### src/rtl/clint_rtc_gen.sv
// Fractional-divider RTC source for the CLINT: a phase accumulator whose carry toggles rtc_o.
// Increment updates are staged and only applied at a rising edge, on disable, or while idle.
module clint_rtc_gen #(
    parameter int                   ACC_WIDTH   = 32,
    parameter logic [ACC_WIDTH-1:0] DEFAULT_INC = 32'h0000_8637,
    parameter int                   CNT_WIDTH   = 32
) (
    input  logic                 clk_i,
    input  logic                 rst_i,
    input  logic                 en_i,
    input  logic                 cfg_valid_i,
    output logic                 cfg_ready_o,
    input  logic [ACC_WIDTH-1:0] cfg_inc_i,
    output logic                 rtc_o,
    output logic                 tick_o,
    output logic [CNT_WIDTH-1:0] edge_cnt_o
);

    logic [ACC_WIDTH-1:0] acc_reg;
    logic [ACC_WIDTH-1:0] inc_reg;
    logic                 pend_reg;
    logic [ACC_WIDTH-1:0] pend_inc_reg;
    logic                 rtc_reg;
    logic                 tick_reg;
    logic [CNT_WIDTH-1:0] cnt_reg;

    logic [ACC_WIDTH:0]   sum_next;
    logic                 carry_next;
    logic                 rise_next;
    logic                 xfer_next;
    logic                 apply_next;

    always_comb begin
        sum_next   = {1'b0, acc_reg} + {1'b0, inc_reg};
        carry_next = en_i & sum_next[ACC_WIDTH];
        rise_next  = carry_next & ~rtc_reg;
        xfer_next  = cfg_valid_i & cfg_ready_o;
        // A zero increment never carries, so waiting for a rise would stall the update forever.
        apply_next = pend_reg & (rise_next | ~en_i | (inc_reg == '0));
    end

    assign cfg_ready_o = ~rst_i & ~pend_reg;
    assign rtc_o       = rtc_reg;
    assign tick_o      = tick_reg;
    assign edge_cnt_o  = cnt_reg;

    always_ff @(posedge clk_i) begin
        if (rst_i) begin
            acc_reg      <= '0;
            inc_reg      <= DEFAULT_INC;
            pend_reg     <= 1'b0;
            pend_inc_reg <= '0;
            rtc_reg      <= 1'b0;
            tick_reg     <= 1'b0;
            cnt_reg      <= '0;
        end else begin
            if (xfer_next) begin
                pend_reg     <= 1'b1;
                pend_inc_reg <= cfg_inc_i;
            end else if (apply_next) begin
                pend_reg <= 1'b0;
                inc_reg  <= pend_inc_reg;
            end

            if (en_i) begin
                acc_reg  <= sum_next[ACC_WIDTH-1:0];
                tick_reg <= rise_next;
                if (carry_next) begin
                    rtc_reg <= ~rtc_reg;
                end
                if (rise_next) begin
                    cnt_reg <= cnt_reg + 1'b1;
                end
            end else begin
                acc_reg  <= '0;
                rtc_reg  <= 1'b0;
                tick_reg <= 1'b0;
            end
        end
    end

endmodule

### config.mk
export PLATFORM = sky130hd
export DESIGN_NAME = clint_rtc_gen
export DESIGN_NICKNAME = d
export VERILOG_FILES = /design/src/rtl/clint_rtc_gen.sv
export SDC_FILE = /design/constraint.sdc
export NUM_CORES = 1
export LEC_CHECK = 0
export BUFFER_PORTS_ARGS = -buffer_cell sky130_fd_sc_hd__buf_2
export CAP_MARGIN = 10
export CORE_MARGIN = 3
export CORE_UTILIZATION = 35
export DETAILED_ROUTE_END_ITERATION = 6
export MAX_ROUTING_LAYER = met4
export REMOVE_ABC_BUFFERS = 1
export SKIP_CTS_REPAIR_TIMING = 1
export SYNTH_ARGS = -nofsm -noshare
export SYNTH_HDL_FRONTEND = slang
export SYNTH_SLANG_ARGS = --single-unit
### constraint.sdc
create_clock -name clk_i -period 3 [get_ports clk_i]
set_input_delay 0.3 -clock clk_i [delete_from_list [all_inputs] [get_ports clk_i]]
set_output_delay 0.3 -clock clk_i [all_outputs]
set_load 0.02 [all_outputs]
==> impl_metrics.json <==
{
  "start_util_pct": 36.0,
  "grtUsageMet1_pct": 21.8,
  "ff2ff_setup_slack_ns": 0.21,
  "synth_edf_count": 0,
  "timing.rr.start": "inc_reg[0]",
  "drtIter0Drc": 313,
  "die_x_um": 148,
  "ys_ff_latch": 131,
  "gp_congestion": 0.864,
  "yosysWarnings": 0,
  "area_growth_pct": 14.9,
  "portBuffers": 70,
  "finalCritPeriodShare_pct": 93.1,
  "firstDrtPassIters": 4,
  "fin_nets": 945,
  "maxCapViolCount": 0,
  "antenna_found_initial": 0,
  "r2r_end": "edge_cnt_o[1]",
  "ys_seq_area_share_pct": 37.1,
  "crit_arrival_ns": 3.08,
  "reg2reg_depth": 10,
  "num_vias": 6024,
  "die_height_um": 148,
  "whs_ns": 0.0761,
  "drtAntennaViolNets": 0,
  "tns_ns": 0,
  "fin_crit_ns": 2.79,
  "status": "finished, final reports clean",
  "grt_pass1_wl_mm": 28.9,
  "ys_types": 81,
  "grt_use_met2_pct": 24.6,
  "path_class": "reg -> reg",
  "fin_skew_ns": 0.00849,
  "clock_latency_ns": 0.42,
  "clkSinkCount": 131,
  "ys.flop_type": "dfxtp_1",
  "report.final.hold_viol_count": 0,
  "cp-start-kind": "flip-flop",
  "fillers": 2055,
  "io_pins": 71,
  "irDropWorstVdd_mv": 0.343,
  "cp-endpoint": "edge_cnt_o[1]",
  "synthTopCellsByArea": "dfxtp_1 37%, nand2_1 6.7%, ha_1 5.8%",
  "post-synth-top-count-cell": "dfxtp_1",
  "syn_inst": 823,
  "grt_max_degree": 60,
  "cts_root_buf": "clkbuf_16",
  "syn_avg_cell_area_um2": 8.59,
  "power.leakage_nw": 3.20,
  "worstPathMaxFanout": 25,
  "hold_class": "in -> reg",
  "fmax_mhz": 358,
  "dieArea_um2": 21900,
  "async_flop_share_pct": 0,
  "placementRows": 51,
  "synth_common_cells": "131 x dfxtp_1, 126 x nand2_1, 59 x nor2_1",
  "startpoint": "inc_reg[0]",
  "clk_pin_slew_ns": 0.06,
  "dp_hpwl_mm": 12.0,
  "htreeDepth": 4,
  "tightest_slew_ns": 0.791,
  "drc": 0,
  "cp.required_ns": 3.29,
  "slew_viol_final": 0,
  "synth_top_area_share_pct": 37.1,
  "avgRoutedWirePerCell_um": 14.8,
  "grt_util_met3_pct": 3.81,
  "setup_viol": 0,
  "synth_area_um2": 7070,
  "busiest_layer": "met2",
  "grt_pass1_vias": 5822,
  "grt_overflow": 0,
  "clk_path_buf_depth": 2,
  "grt_use_total_pct": 16.4,
  "viasPerCell": 5.22,
  "power.density_nw_per_um2": 522,
  "end_kind": "flip-flop",
  "cts_tree": "built",
  "core_um2": 19700,
  "wirelength_mm": 17.0,
  "timing.slew.headroom_pct": 47.2,
  "antenna_cells": 0,
  "rsz0062_at_grt": "no",
  "synth_top_area_cell": "dfxtp_1",
  "numCtsBuffers": 17,
  "drive_gt1_share_pct": 16.7
}
[cell families (layout without fill, tap and decap cells)]
| group | after synthesis | in the layout | share of synthesized area (%) |
|---|---|---|---|
| buffers and inverters | 67 | 132 | 6.07 |
| AND/OR/NAND/NOR | 329 | 329 | 23.2 |
| AO/OA/AOI/OAI | 205 | 205 | 19.8 |
| flip-flops | 131 | 131 | 37.1 |
| adder cells (fa/ha/maj) | 34 | 34 | 6.12 |
| XOR/XNOR | 22 | 22 | 2.72 |
| multiplexers | 35 | 35 | 4.99 |
[critical path, stage by stage, from the launching register on]
cell       delay, ns
dfxtp_1         0.32
ha_1            0.21
fa_1            0.41
a21oi_1         0.31
o2bb2ai_4       0.14
o21bai_4        0.21
nand3_1         0.15
a22oi_4         0.45
buf_12          0.22
mux2i_1         0.19
nor2_1          0.05
[cells in the final DEF (no fill, tap or decap), types with 9 or more instances in the layout]
cell type,instances
or4_1,23
o21a_1,9
ha_1,33
inv_1,15
o31ai_1,23
nand3_1,23
xor2_1,13
xnor2_1,9
a21o_1,11
o21ai_0,48
mux2i_1,33
nor3_1,10
a21oi_1,56
clkbuf_16,17
and3_1,10
buf_2,70
nand4_1,16
nor2_1,59
dfxtp_1,131
nand2_1,126
nor4_1,15
buf_4,10
[through the flow]
step / setup WS, ns / utilization, % / area, µm² / power, mW / std cells
floorplan: 0.0251 / - / 6700 / 2.12 / 772
global placement: 0.295 / 38.4 / 7540 / 2.23 / 1121
detailed placement: 0.197 / 38.4 / 7540 / 2.24 / 1121
CTS: 0.195 / 41.4 / 8130 / 4.30 / 1153
global route: 0.00148 / 41.4 / 8130 / 4.43 / 1153
finish: 0.206 / 41.4 / 8130 / 4.24 / 1153
[where the power goes]
| group | total, mW | internal, mW | switching, mW |
|---|---|---|---|
| sequential | 1.84 | 1.81 | 0.0296 |
| clock | 2.04 | 1.26 | 0.781 |
| combinational | 0.366 | 0.145 | 0.221 |
[how the worst min path moves through the flow]
stage / start / endpoint / slack [ns] / cells past startpoint
after CTS: cfg_inc_i[14] / pend_inc_reg[14] / 0.05 / 3
after floorplan: rst_i / edge_cnt_o[10] / 0.37 / 1
after global routing: cfg_inc_i[3] / pend_inc_reg[3] / 0.07 / 3
final: cfg_inc_i[7] / pend_inc_reg[7] / 0.08 / 3
after global placement: pend_inc_reg[9] / pend_inc_reg[9] / 0.45 / 2
after detailed placement: pend_inc_reg[1] / pend_inc_reg[1] / 0.46 / 2
[metal layers]
layer | part of all wire, % | routed length (µm)
met1 | 50 | 8510
met2 | 45 | 7690
met3 | 3.2 | 539
met4 | 1.6 | 278
met5 | 0 | 0
[cell type report]
| cell class | count | area (µm²) | area share (%) |
|---|---|---|---|
| multi-input cells | 625 | 4020 | 49.5 |
| flip-flops and latches | 131 | 2620 | 32.3 |
| repair buffers | 84 | 505 | 6.22 |
| clock buffers | 19 | 453 | 5.57 |
| well taps | 265 | 332 | 4.08 |
| clock inverters | 13 | 134 | 1.65 |
| inverters | 16 | 60.1 | 0.739 |
Note: power is estimated with default switching activity, not from simulation.
